--- src/rtl/div_pkg.sv ---
// Shared definitions for the sequential restoring divider.
package div_pkg;

  localparam int DIV_WIDTH   = 64;
  // Accept edge to done: WIDTH iteration cycles plus the final count check.
  localparam int DIV_LATENCY = DIV_WIDTH + 1;

  typedef enum logic [1:0] {
    IDLE = 2'd0,
    RUN  = 2'd1,
    DONE = 2'd2
  } div_state_e;

endpackage

--- src/rtl/div_iter_step.sv ---
// One restoring-division iteration: shift in the next dividend bit and
// subtract the divisor if that does not go negative.
module div_iter_step #(
  parameter int WIDTH = 64
) (
  input  logic [WIDTH-1:0] rem_i,
  input  logic             bit_i,
  input  logic [WIDTH-1:0] divisor_i,
  output logic [WIDTH-1:0] rem_o,
  output logic             q_o
);

  logic [WIDTH:0] shifted;
  logic [WIDTH:0] diff;

  // Two's-complement subtract (inverted divisor, carry-in 1); bit WIDTH is the borrow.
  always_comb begin
    shifted = {rem_i, bit_i};
    diff    = shifted + {1'b1, ~divisor_i} + {{WIDTH{1'b0}}, 1'b1};
    q_o     = ~diff[WIDTH];
    rem_o   = q_o ? diff[WIDTH-1:0] : shifted[WIDTH-1:0];
  end

endmodule

--- src/rtl/seq_divider.sv ---
// Sequential unsigned divider: one restoring iteration per clock, MSB first.
// The dividend register doubles as the quotient register: dividend bits
// shift out of the top while quotient bits shift in at the bottom.
module seq_divider
  import div_pkg::*;
#(
  parameter int WIDTH = DIV_WIDTH
) (
  input  logic             clk,
  input  logic             reset,
  input  logic             start,
  input  logic [WIDTH-1:0] dividend,
  input  logic [WIDTH-1:0] divisor,
  output logic             busy,
  output logic             done,
  output logic [WIDTH-1:0] quotient,
  output logic [WIDTH-1:0] remainder,
  output logic             div_by_zero
);

  localparam int              CNT_W    = $clog2(WIDTH) + 1;
  localparam logic [CNT_W-1:0] CNT_LAST = CNT_W'(WIDTH);

  div_state_e       state_q, state_d;
  logic [CNT_W-1:0] cnt_q, cnt_d;
  logic [WIDTH-1:0] quo_q, quo_d;
  logic [WIDTH-1:0] rem_q, rem_d;
  logic [WIDTH-1:0] dvs_q, dvs_d;
  logic             dbz_q, dbz_d;

  logic [WIDTH-1:0] step_rem;
  logic             step_q;

  div_iter_step #(.WIDTH(WIDTH)) u_step (
    .rem_i     (rem_q),
    .bit_i     (quo_q[WIDTH-1]),
    .divisor_i (dvs_q),
    .rem_o     (step_rem),
    .q_o       (step_q)
  );

  // State, counter and datapath registers; reset clears everything.
  always_ff @(posedge clk or posedge reset) begin
    if (reset) begin
      state_q <= IDLE;
      cnt_q   <= '0;
      quo_q   <= '0;
      rem_q   <= '0;
      dvs_q   <= '0;
      dbz_q   <= 1'b0;
    end else begin
      state_q <= state_d;
      cnt_q   <= cnt_d;
      quo_q   <= quo_d;
      rem_q   <= rem_d;
      dvs_q   <= dvs_d;
      dbz_q   <= dbz_d;
    end
  end

  // Next-state, iteration control and status outputs.
  // A zero divisor passes through RUN for one cycle without iterating so that
  // done appears on the edge after acceptance, with results already loaded.
  always_comb begin
    state_d = state_q;
    cnt_d   = cnt_q;
    quo_d   = quo_q;
    rem_d   = rem_q;
    dvs_d   = dvs_q;
    dbz_d   = dbz_q;
    busy    = 1'b0;
    done    = 1'b0;
    case (state_q)
      IDLE: begin
        if (start) begin
          state_d = RUN;
          cnt_d   = '0;
          dvs_d   = divisor;
          if (divisor == '0) begin
            dbz_d = 1'b1;
            quo_d = '1;
            rem_d = dividend;
          end else begin
            dbz_d = 1'b0;
            quo_d = dividend;
            rem_d = '0;
          end
        end
      end
      RUN: begin
        busy = 1'b1;
        if (dbz_q || (cnt_q == CNT_LAST)) begin
          state_d = DONE;
        end else begin
          quo_d = {quo_q[WIDTH-2:0], step_q};
          rem_d = step_rem;
          cnt_d = cnt_q + 1'b1;
        end
      end
      DONE: begin
        done    = 1'b1;
        state_d = IDLE;
      end
      default: state_d = IDLE;
    endcase
  end

  assign quotient    = quo_q;
  assign remainder   = rem_q;
  assign div_by_zero = dbz_q;

endmodule

--- config.mk ---
export PLATFORM = sky130hd
export DESIGN_NAME = seq_divider
export DESIGN_NICKNAME = d
export VERILOG_FILES = /design/src/rtl/div_pkg.sv /design/src/rtl/div_iter_step.sv /design/src/rtl/seq_divider.sv
export SDC_FILE = /design/constraint.sdc
export NUM_CORES = 1
export LEC_CHECK = 0
export BUFFER_PORTS_ARGS = -buffer_cell sky130_fd_sc_hd__buf_2
export CAP_MARGIN = 20
export CORE_MARGIN = 2
export CORE_UTILIZATION = 27
export DETAILED_ROUTE_END_ITERATION = 8
export PLACE_DENSITY = 0.45
export REMOVE_ABC_BUFFERS = 1
export SETUP_SLACK_MARGIN = 0.3
export SLEW_MARGIN = 40
export SYNTH_ARGS = -nofsm -noshare
export SYNTH_HDL_FRONTEND = slang
export SYNTH_SLANG_ARGS = --single-unit
--- constraint.sdc ---
create_clock -name clk -period 7.9 [get_ports clk]
set_input_delay 0.395 -clock clk [delete_from_list [all_inputs] [get_ports clk]]
set_output_delay 0.395 -clock clk [all_outputs]
set_load 0.01 [all_outputs]
Yosys cells after proc, flatten, opt, wreduce, memory -nomap -nowiden

Cells that the tools add are included.

Add/sub/neg operators: 3
Equality and inequality tests: 6
Muxes and demuxes: 18
Bitwise logic cells: 2
Reduce and logical (&&, ||, !) cells: 7

Operator list:

| kind                                                                   | count |
|---|---|
| 64-bit two-way mux                                                     | 7 |
| 64-bit one-hot mux with 2 select lines                                 | 2 |
| 65-bit by 1-bit adder with 65-bit output (second input constant)       | 1 |
| 65-bit adder                                                           | 1 |
| 64-bit logical NOT                                                     | 1 |
| 64-bit NOT                                                             | 1 |
| 7-bit two-way mux                                                      | 2 |
| 7-bit one-hot mux with 2 select lines                                  | 1 |
| 7-bit by 1-bit adder with 7-bit output (second input constant)         | 1 |
| 7-bit equality test (second input constant)                            | 1 |
| 2-bit inequality test (second input constant)                          | 3 |
| 2-bit two-way mux                                                      | 2 |
| 2-bit one-hot mux with 2 select lines                                  | 1 |
| 2-bit AND reduction                                                    | 2 |
| 1-bit two-way mux                                                      | 3 |
| 3-bit AND reduction                                                    | 1 |
| 2-bit by 1-bit equality test with 1-bit output (second input constant) | 1 |
| 2-bit equality test (second input constant)                            | 1 |
| 2-bit logical NOT                                                      | 1 |
| 2-bit nonzero test                                                     | 1 |
| 1-bit logical OR                                                       | 1 |
| 1-bit NOT                                                              | 1 |

Register bits after elaboration: 202
Input bits: 131

Logic depth before layout (Yosys ltp)

Gate-level depths: netlist (run 1).

Depth in word-level cells: 6
Gate-level depth with buffers: 16

Cells and area by module

From an unflattened synthesis (run 1), not the netlist that was laid out.

Cell total of the unflattened synthesis: 1721
Area, all modules: 14413.8 um2

By module, submodules not included:

| module        | instances | cells an instance | area each (um2) |
|---|---|---|---|
| seq_divider   | 1         | 1054              | 9530.4 |
| div_iter_step | 1         | 667               | 4883.4 |

Least setup slack after synthesis (run 1)

OpenSTA, ideal clock, no wires.

Kind: register -> register
From: reg dvs_q[0]
To: reg rem_q[37], in the netlist remainder[37]
Setup time: 133 ps
Arrival: 3085 ps
Slack: 4681 ps
Cell stages (with the launch flop): 16
Path buffers: 3
Cell sequence: dfrtp_1 -> ha_1 -> fa_1 -> nand2b_1 -> a21o_1 -> o21a_1 -> o21ai_1 -> a21oi_2 -> o211ai_1 -> nand3_1 -> and2_1 -> buf_2 -> buf_6 -> buf_2 -> o31ai_1 -> a21oi_1

Longest elaborated chain between the ends: 6

RTL lines:

| item                                     | RTL line            | text |
|---|---|---|
| start, declared                          | seq_divider.sv:28   | `logic [WIDTH-1:0] dvs_q, dvs_d;` |
| start signal, assigned                   | seq_divider.sv:56   | `dvs_q <= dvs_d;` |
| 64-bit NOT                               | div_iter_step.sv:19 | `diff = shifted + {1'b1, ~divisor_i} + {{WIDTH{1'b0}}, 1'b1};` |
| 65-bit adder                             | div_iter_step.sv:19 |  |
| 65-bit by 1-bit adder with 65-bit output | div_iter_step.sv:19 |  |
| 64-bit two-way mux                       | div_iter_step.sv:21 | `rem_o = q_o ? diff[WIDTH-1:0] : shifted[WIDTH-1:0];` |
| 64-bit two-way mux                       | seq_divider.sv:92   | `if (dbz_q \|\| (cnt_q == CNT_LAST)) begin` |
| 64-bit one-hot mux with 2 select lines   | seq_divider.sv:73   | `case (state_q)` |
| end signal, assigned                     | seq_divider.sv:55   | `rem_q <= rem_d;` |
| end, declared                            | seq_divider.sv:27   | `logic [WIDTH-1:0] rem_q, rem_d;` |

Every way passes these cells. The select of a mux whose other input is x is not followed.
A chain may end at the register's enable or synchronous reset.

Final worst setup path (run 1)

From: reg quo_q[63], in the netlist quotient[63]
To: reg rem_q[35], in the netlist remainder[35]

Longest elaborated chain between the ends: 5

RTL lines:

| item                                     | RTL line            | text |
|---|---|---|
| start, declared                          | seq_divider.sv:26   | `logic [WIDTH-1:0] quo_q, quo_d;` |
| start signal, assigned                   | seq_divider.sv:54   | `quo_q <= quo_d;` |
| 65-bit adder                             | div_iter_step.sv:19 |  |
| 65-bit by 1-bit adder with 65-bit output | div_iter_step.sv:19 |  |
| 64-bit two-way mux                       | div_iter_step.sv:21 |  |
| 64-bit two-way mux                       | seq_divider.sv:92   |  |
| 64-bit one-hot mux with 2 select lines   | seq_divider.sv:73   |  |

Every way passes these cells. The select of a mux whose other input is x is not followed.

==> results.py, run 1 <==
metrics = {
    "status": {
        "outcome": "finished, final reports clean",
    },
    "floorplanning": {
        "die_h_um": 228.5,
        "dieWidth_um": 228.5,
        "num_rows": 82,
        "core_um2": 49970,
        "pin_count": 262,
        "initial_core_util_pct": 27.24,
        "dieArea_um2": 52220,
    },
    "timing": {
        "rsz0062_at_grt": "no",
        "slew_violations": 0,
        "hold_viol": 0,
        "worstMarginPinSlew_ns": 0.8442,
        "period_share_pct": 59.07,
        "setup_viol": 0,
        "slew_headroom_pct": 43.72,
        "finalClockSkew_ns": 0.01639,
        "clock.fmax_ghz": 0.2143,
        "setup_ws_ns": 3.234,
        "period_needed_ns": 4.666,
    },
    "worst_setup_path": {
        "worst-path-max-fanout": 26,
        "crit_required_ns": 8.32,
        "slowest_stage": "nor2_1",
        "critical_path.startpoint_type": "register",
        "cp_common_cell": "a21o_1",
        "critical_path_arrival_ns": 5.08,
        "max_stage_delay_ns": 0.69,
        "worstPathCellList": "inv_1 > ha_1 > fa_1 > nand2b_1 > a21o_1 > o21a_1 > o21ai_1 > a21oi_2 > o211ai_1 > a21o_1 > nand2_1 > buf_4 > nor2_1 > a21oi_1",
        "crit_type": "reg -> reg",
        "critPathCaptureType": "register",
    },
    "cts": {
        "cts_tree": "done",
        "clock-sinks": 202,
        "htree_levels": 1,
        "insertion_delay_ns": 0.57,
        "root_buffer": "clkbuf_16",
        "clk_pin_slew_worst_paths_ns": 0.06,
        "clockBufferDepth": 3,
        "cts_buffers": 27,
    },
    "pwr": {
        "power.internal_mw": 4.297,
        "p_leak_nw": 7.231,
        "swShare_pct": 48.25,
        "clkPwrFrac_pct": 15.4,
        "finalPower_mw": 8.302,
        "p_comb_share_pct": 61.8,
        "p_sw_mw": 4.005,
        "p_per_area_nw_per_um2": 506.4,
        "peakVddDrop_mv": 0.2302,
        "power_frac_seq_pct": 22.8,
    },
    "place": {
        "io_buffers": 261,
        "post-place-ws_ns": 3.289,
        "hpwl_mm": 39.20,
        "gp_congestion": 0.8588,
    },
    "cells_and_area": {
        "layout_common_cells": "buf_2 (261), nand2_1 (238), o21ai_0 (230)",
        "drive_gt1_share_pct": 18.23,
        "antenna_cells": 0,
        "regArea_um2": 5055,
        "fin_nets": 2097,
        "final_common_cell": "buf_2",
        "multi_input_area_um2": 7794,
        "area_delta_synth_final_pct": 20.46,
        "nFillCells": 5454,
        "post-route-util_pct": 32.81,
    },
    "job": {
        "drv_cap": 0,
    },
    "yosys": {
        "synth_area_um2": 13610,
        "syn_area_per_cell_um2": 7.977,
        "synth_edf_count": 0,
        "synth_seq_cells": 202,
        "ys_async_sr_fraction_pct": 100.0,
        "synthCells": 1706,
        "synth_cell_types": 71,
        "synth_ff_type": "dfrtp_1",
        "synth-seq-area-share_pct": 37.14,
        "ys_warn_count": 0,
    },
    "route": {
        "drcViolationCount": 0,
        "routedWlPerCell_um": 20.71,
        "avgViaCountPerCell": 5.164,
        "wl_mm": 53.67,
        "via_count": 13380,
        "drt-initial-drc-count": 894,
        "dr.pass1.iters": 7,
        "ant_nets": 0,
    },
    "grt": {
        "grt_max_degree": 95,
        "grt_pass1_vias": 13370,
        "grt_overflow": 0,
        "antenna_found_initial": 1,
        "grt_pass1_wl_mm": 82.41,
        "grtUsageTotal_pct": 20.12,
    },
    "worst_hold_path": {
        "hold_class": "in -> reg",
    },
}
## timing repair
item / in CTS / in global routing
setup buffers: 0 / 0
hold endpoints to repair: 67 / 0
resized for setup: 0 / 0
hold buffers: 1 / 0
## Yosys cell counts (all sizes together), types with 21 or more instances
library cell  count  area share, %
a21o             28            1.5
a21oi           157            5.8
a31oi            22            1.0
and3             24            1.1
clkbuf           96            2.6
dfrtp           202             37
ha               66            6.1
inv              91            2.5
mux2i            26            1.9
nand2           239            6.6
nand3            39            1.4
nand4            24            1.1
nor2             91            2.5
nor4             21            1.1
o21ai           264            9.7
or3              66            3.0
xnor2            44            2.8
## layer usage
metal	global-route usage (%)	vias up	routed length (µm)
li1	-	6468	-
met1	27.17	6521	24570
met2	34.09	339	25540
met3	2.869	56	2424
met4	4.310	0	1138
met5	0	-	0
## critical path: cells and delay by family, from the launching register on
kind            cells  cell delay [ns]
simple gates        3             1.24
compound gates      7             1.83
fa+ha+maj           2             0.61
flops               1             0.35
buf+inv             2             0.48
## logic make-up (layout without fill, tap and decap cells)
kind of cell | count (synthesis) | in the layout | share of synthesized area [%]
buffers and inverters | 205 | 419 | 5.902
adder cells (fa/ha/maj) | 67 | 67 | 6.215
AND/OR/NAND/NOR | 554 | 554 | 19.08
multiplexers | 32 | 32 | 2.409
XOR/XNOR | 59 | 59 | 3.797
flip-flops | 202 | 202 | 37.14
AO/OA/AOI/OAI | 587 | 587 | 25.46
## state kept, by name (all words and copies together), names as in the netlist
name / count
dvs_q: 64
quotient: 64
remainder: 64
cnt_q: 7
state_q: 2
div_by_zero: 1
## power by group through the flow
stage / sequential [mW] / combinational (mW) / clock, mW
after CTS: 1.90 / 5.16 / 1.32
after floorplan: 1.96 / 3.48 / 0
after detailed placement: 1.91 / 5.12 / 0
after global placement: 1.90 / 5.13 / 0
after global routing: 1.96 / 5.71 / 1.35
final: 1.89 / 5.13 / 1.28
## per-stage QoR
| stage | instance area [µm²] | std cells | TNS (ns) | hold slack, ns |
|---|---|---|---|---|
| finish | 16390 | 2592 | 0 | 0.05386 |
| global route | 16390 | 2592 | 0 | 0.04284 |
| CTS | 16380 | 2592 | 0 | 0.02055 |
| detailed placement | 15470 | 2541 | 0 | 0.4794 |
| global placement | 15440 | 2541 | 0 | 0.4695 |
| floorplan | 13150 | 1592 | -245.42 | 0.4523 |
## area by class of cell
| cell class | instances | area share (%) |
|---|---|---|
| sequential | 202 | 30.84 |
| clock buffer | 41 | 4.747 |
| inverter | 91 | 2.137 |
| clock inverter | 9 | 0.7785 |
| timing repair buffer | 278 | 8.831 |
| multi-input combinational | 1299 | 47.54 |
| tap | 672 | 5.129 |
## worst paths after layout
kind / from / to / slack (ns) / cells past startpoint
min reg2reg: quotient[18] / quotient[18] / 0.49 / 2
min: divisor[37] / dvs_q[37] / 0.05 / 3
max: quotient[63] / remainder[35] / 3.23 / 14
min in group asynchronous: reset / quotient[38] / 0.49 / 3
max in group asynchronous: reset / quotient[21] / 6.40 / 4
max reg2reg: quotient[63] / remainder[35] / 3.23 / 14
(Power assumes the default switching activity.)
==> inputs of run 2 (changes only) <==
Settings changed: PLACE_DENSITY 0.45 to 0.46.
Clock period 7.9 ns to 3.99 ns, I/O delays scaled along.
==> run 2 against run 1 <==
Net effect:
- final cell count rose by 4.9%
- die area did not move
- critical path type unchanged
- sequential share of layout area fell by 2.4 points
- highest routed layer unchanged
- via count rose by 2.9%
- combinational power rose by 100%
- sequential power rose by 98%
==> results.py, run 2 (synthesized netlist as in run 1, its figures left out) <==
metrics = {
    "worst_setup_path": {
        "r2r_slack_ns": 0.48,
        "slowest_stage": "a2111o_1",
        "worstSetupStartpoint": "quotient[63]",
        "endpoint": "remainder[62]",
        "critical_path_arrival_ns": 3.98,
        "crit_type": "reg -> reg",
        "crit_required_ns": 4.46,
        "timing.rr.start": "quotient[63]",
        "cp_common_cell": "buf_4",
        "critical-path-top-delay-family": "compound AO/OA/AOI/OAI gates",
        "r2r_end": "remainder[62]",
        "reg2regPathDepth": 14,
        "cp_num_buf_inv": 3,
        "cp.depth": 14,
        "critPathCaptureType": "register",
        "worstPathCellList": "inv_1 > ha_1 > fa_1 > nand2b_1 > a21o_1 > a2111o_1 > a2111oi_4 > nor4_4 > o41ai_4 > buf_4 > buf_4 > a22o_1 > o211ai_1 > a211oi_1",
        "max_stage_delay_ns": 0.44,
        "critical_path.startpoint_type": "register",
        "worst-path-max-fanout": 5,
    },
    "cells_and_area": {
        "drive_gt1_share_pct": 18.33,
        "fin_nets": 2222,
        "layout_common_cells": "buf_2 (261), nand2_1 (238), o21ai_0 (230)",
        "final_common_cell": "buf_2",
        "final_cell_area_um2": 17790,
        "area_delta_synth_final_pct": 30.69,
        "nFillCells": 5329,
    },
    "pwr": {
        "peakVddDrop_mv": 0.4656,
        "p_leak_nw": 7.848,
        "p_per_area_nw_per_um2": 959.6,
        "finalPower_mw": 17.07,
    },
    "cts": {
        "htree_levels": 1,
        "clockBufferDepth": 3,
        "cts_buffers": 28,
        "clk_pin_slew_worst_paths_ns": 0.06,
        "cts_tree": "done",
        "clock-sinks": 202,
        "root_buffer": "clkbuf_16",
        "insertion_delay_ns": 0.56,
    },
    "timing": {
        "worst_hold_slack_ns": 0.01633,
        "rsz0062_at_grt": "yes",
        "finalClockSkew_ns": 0.01095,
        "clock.fmax_ghz": 0.2845,
        "hold_viol": 0,
        "setup_viol": 0,
        "period_share_pct": 88.08,
        "period_needed_ns": 3.514,
        "slew_headroom_pct": 50.49,
        "slew_violations": 0,
        "worstMarginPinSlew_ns": 0.7426,
    },
    "grt": {
        "grt_max_degree": 172,
        "grt_pass1_wl_mm": 84.02,
        "grtUsageTotal_pct": 20.36,
        "grt_overflow": 0,
        "grt_pass1_vias": 13540,
        "antenna_found_initial": 0,
    },
    "floorplanning": {
        "initial_core_util_pct": 27.24,
        "dieArea_um2": 52220,
        "num_rows": 82,
        "dieWidth_um": 228.5,
        "core_um2": 49970,
        "pin_count": 262,
        "die_h_um": 228.5,
    },
    "place": {
        "io_buffers": 261,
        "gp_congestion": 0.8832,
        "hpwl_mm": 39.22,
        "place_area_um2": 15630,
    },
    "route": {
        "drt-initial-drc-count": 905,
        "via_count": 13780,
        "avgViaCountPerCell": 5.066,
        "dr.pass1.iters": 7,
        "wl_mm": 54.25,
        "drcViolationCount": 0,
        "ant_nets": 0,
        "routedWlPerCell_um": 19.95,
    },
    "worst_hold_path": {
        "hold_class": "in -> reg",
    },
    "job": {
        "drv_cap": 0,
    },
    "status": {
        "outcome": "finished, final reports clean",
    },
}
## run 2: how the worst min path moves through the flow
| stage | from | endpoint | slack [ns] | cells past startpoint |
|---|---|---|---|---|
| CTS | dividend[25] | remainder[25] | 0.0007 | 4 |
| global route | dividend[25] | remainder[25] | 0.03 | 4 |
| floorplan | divisor[0] | dvs_q[0] | 0.30 | 2 |
| finish | dividend[25] | remainder[25] | 0.02 | 4 |
| global placement | divisor[37] | dvs_q[37] | 0.42 | 3 |
| detailed placement | reset | quotient[36] | 0.36 | 2 |
## run 2: cell type report
class / instances / area, µm² / area share (%)
antenna: 1 / 2.502 / 0.01407
inverter: 91 / 355.3 / 1.998
timing repair buffer: 402 / 2715 / 15.27
sequential: 202 / 5055 / 28.42
clock buffer: 34 / 744.5 / 4.186
tap: 672 / 840.8 / 4.727
clock inverter: 18 / 274.0 / 1.541
multi-input combinational: 1299 / 7799 / 43.85
## run 2: through the flow
stage | utilization [%] | setup TNS [ns] | setup WS, ns | std cells
finish | 35.60 | 0 | 0.4755 | 2719
global route | 35.59 | 0 | 0.2780 | 2718
CTS | 35.47 | 0 | 0.3340 | 2714
detailed placement | 31.29 | 0 | 0.3356 | 2555
global placement | 31.27 | 0 | 0.3588 | 2555
floorplan | - | -1116.71 | -7.466 | 1592
## run 2: layer usage
metal	GRT usage (%)	routed length (µm)
met2	34.78	26210
met1	27.93	24810
met4	3.145	643
met5	0	0
met3	2.570	2577
## run 2: power breakdown
part           total, mW  internal, mW  switching, mW
clock network       2.84          1.78           1.06
logic               10.5          4.26           6.23
registers           3.74          2.98          0.764
total               17.1          9.02           8.05
## run 2: repair_timing
action | CTS | global route
setup endpoints to repair | 1 | 34
pin swaps | 1 | 2
hold buffers | 107 | 0
hold endpoints to repair | 214 | 0
buffers inserted | 0 | 4
gates resized for setup | 0 | 7
## run 2: tightest hold or removal path, delay by kind of cell
family,cells,cell delay [ns]
AOI/OAI and AO/OA,2,0.10
and+or+nand+nor,1,0.14
buffers and inverters,1,0.10
==> inputs of run 3 (changes only) <==
Settings changed: PLACE_DENSITY 0.46 to default.
==> run 3 against run 2 <==
Net effect:
- clock power is 12% lower
- sequential share of layout area up 0.20 points
- critical path type unchanged
- critical endpoint is now remainder[22]
- largest cell class unchanged
- largest power group unchanged
- first-iteration DRC count up 6.0%
==> results.py, run 3 (synthesized netlist as in run 1, its figures left out) <==
metrics = {
    "cts": {
        "clockBufferDepth": 3,
        "root_buffer": "clkbuf_16",
        "cts_buffers": 26,
        "insertion_delay_ns": 0.55,
        "clk_pin_slew_worst_paths_ns": 0.06,
        "cts_tree": "done",
        "htree_levels": 1,
        "clock-sinks": 202,
    },
    "route": {
        "via_count": 14090,
        "avgViaCountPerCell": 5.185,
        "drcViolationCount": 0,
        "ant_nets": 0,
        "routedWlPerCell_um": 20.14,
        "wl_mm": 54.71,
        "drt-initial-drc-count": 959,
        "dr.pass1.iters": 5,
    },
    "worst_setup_path": {
        "r2r_slack_ns": 0.51,
        "critical_path.startpoint_type": "register",
        "worst-path-max-fanout": 17,
        "critPathCaptureType": "register",
        "crit_type": "reg -> reg",
        "max_stage_delay_ns": 0.40,
        "critical_path_arrival_ns": 3.91,
        "critical-path-top-delay-family": "compound AO/OA/AOI/OAI gates",
        "crit_required_ns": 4.41,
        "cp_num_buf_inv": 3,
        "slowest_stage": "fa_1",
        "worstPathCellList": "inv_1 > ha_1 > fa_1 > nand2b_1 > a21o_1 > o21a_1 > o21ai_2 > a21oi_2 > o211ai_1 > nand3_2 > buf_4 > and2_4 > buf_12 > a211oi_1 > o21ai_1",
    },
    "pwr": {
        "p_leak_nw": 7.802,
        "p_per_area_nw_per_um2": 965.0,
        "peakVddDrop_mv": 0.3601,
    },
    "place": {
        "gp_congestion": 0.9570,
        "hpwl_mm": 40.07,
        "io_buffers": 261,
    },
    "grt": {
        "grt_pass1_wl_mm": 83.12,
        "grtUsageTotal_pct": 20.19,
        "antenna_found_initial": 4,
        "grt_overflow": 0,
        "grt_pass1_vias": 13720,
        "grt_max_degree": 95,
    },
    "cells_and_area": {
        "multi_input_area_um2": 7824,
        "layout_common_cells": "buf_2 (261), nand2_1 (238), o21ai_0 (230)",
        "final_common_cell": "buf_2",
        "fin_nets": 2224,
        "post-route-util_pct": 35.35,
        "regArea_um2": 5055,
        "area_delta_synth_final_pct": 29.80,
        "antenna_cells": 0,
        "drive_gt1_share_pct": 18.97,
        "nFillCells": 5299,
    },
    "floorplanning": {
        "core_um2": 49970,
        "pin_count": 262,
        "dieArea_um2": 52220,
        "dieWidth_um": 228.5,
        "num_rows": 82,
        "initial_core_util_pct": 27.24,
        "die_h_um": 228.5,
    },
    "timing": {
        "clock.fmax_ghz": 0.2871,
        "rsz0062_at_grt": "yes",
        "hold_viol": 0,
        "period_needed_ns": 3.483,
        "worstMarginPinSlew_ns": 0.7308,
        "finalClockSkew_ns": 0.01107,
        "worst_hold_slack_ns": 0.004333,
        "period_share_pct": 87.28,
        "slew_headroom_pct": 51.28,
        "slew_violations": 0,
        "setup_viol": 0,
    },
    "worst_hold_path": {
        "hold_class": "in -> reg",
    },
    "status": {
        "outcome": "finished, final reports clean",
    },
    "job": {
        "drv_cap": 0,
    },
}
[run 3: layout make-up]
| type | instances | area share (%) |
|---|---|---|
| Clock inverter | 12 | 0.8500 |
| Tap cell | 672 | 4.760 |
| Sequential cell | 202 | 28.62 |
| Timing Repair Buffer | 405 | 15.28 |
| Clock buffer | 35 | 4.222 |
| Multi-Input combinational cell | 1300 | 44.29 |
| Inverter | 91 | 1.983 |
[run 3: through the flow]
stage / instances / area, µm² / worst slack [ns] / total power [mW] / setup TNS, ns
floorplan: 1592 / 13150 / -7.466 / 10.76 / -1116.71
global placement: 2558 / 15640 / 0.2736 / 14.03 / 0
detailed placement: 2558 / 15640 / 0.1639 / 14.12 / 0
CTS: 2703 / 17530 / 0.3081 / 16.83 / 0
global route: 2717 / 17660 / 0.2708 / 18.39 / 0
finish: 2717 / 17660 / 0.5073 / 17.05 / 0
[run 3: where the power goes]
part / switching, mW / internal (mW)
Combinational: 6.42 / 4.42
Sequential: 0.732 / 2.98
Clock: 0.991 / 1.50
[run 3: path summary, 6_finish.rpt]
kind                                    from            end  depth (start not counted)
worst max-delay path            quotient[63]  remainder[22]                         15
worst min-delay path            dividend[60]  remainder[60]                          5
worst max register to register  quotient[63]  remainder[22]                         15
worst min register to register  quotient[54]   quotient[54]                          2
max in group asynchronous              reset      dvs_q[24]                          4
min in group asynchronous              reset   quotient[36]                          3
[run 3: timing repair]
action,CTS,global route
hold buffers,98,0
gates resized for setup,5,6
pin swaps,0,5
gates cloned,0,1
endpoints found under the hold margin,180,0
setup endpoints to repair,53,58
buffers inserted,0,13
[run 3: routing by layer]
layer | GRT usage [%] | up-vias | part of all wire [%]
li1 | - | 6720 | -
met1 | 27.03 | 6849 | 44
met2 | 34.20 | 449 | 47
met3 | 3.206 | 63 | 6.2
met4 | 4.432 | 6 | 1.9
met5 | 0 | - | 0.084
[run 3: worst reg2reg max path, stage by stage, from the launching register on]
cell and delay, ns:
dfrtp_1 0.35, inv_1 0.07, ha_1 0.21, fa_1 0.40
nand2b_1 0.18, a21o_1 0.20, o21a_1 0.22, o21ai_2 0.20
a21oi_2 0.13, o211ai_1 0.26, nand3_2 0.15, buf_4 0.19
and2_4 0.21, buf_12 0.17, a211oi_1 0.30, o21ai_1 0.12
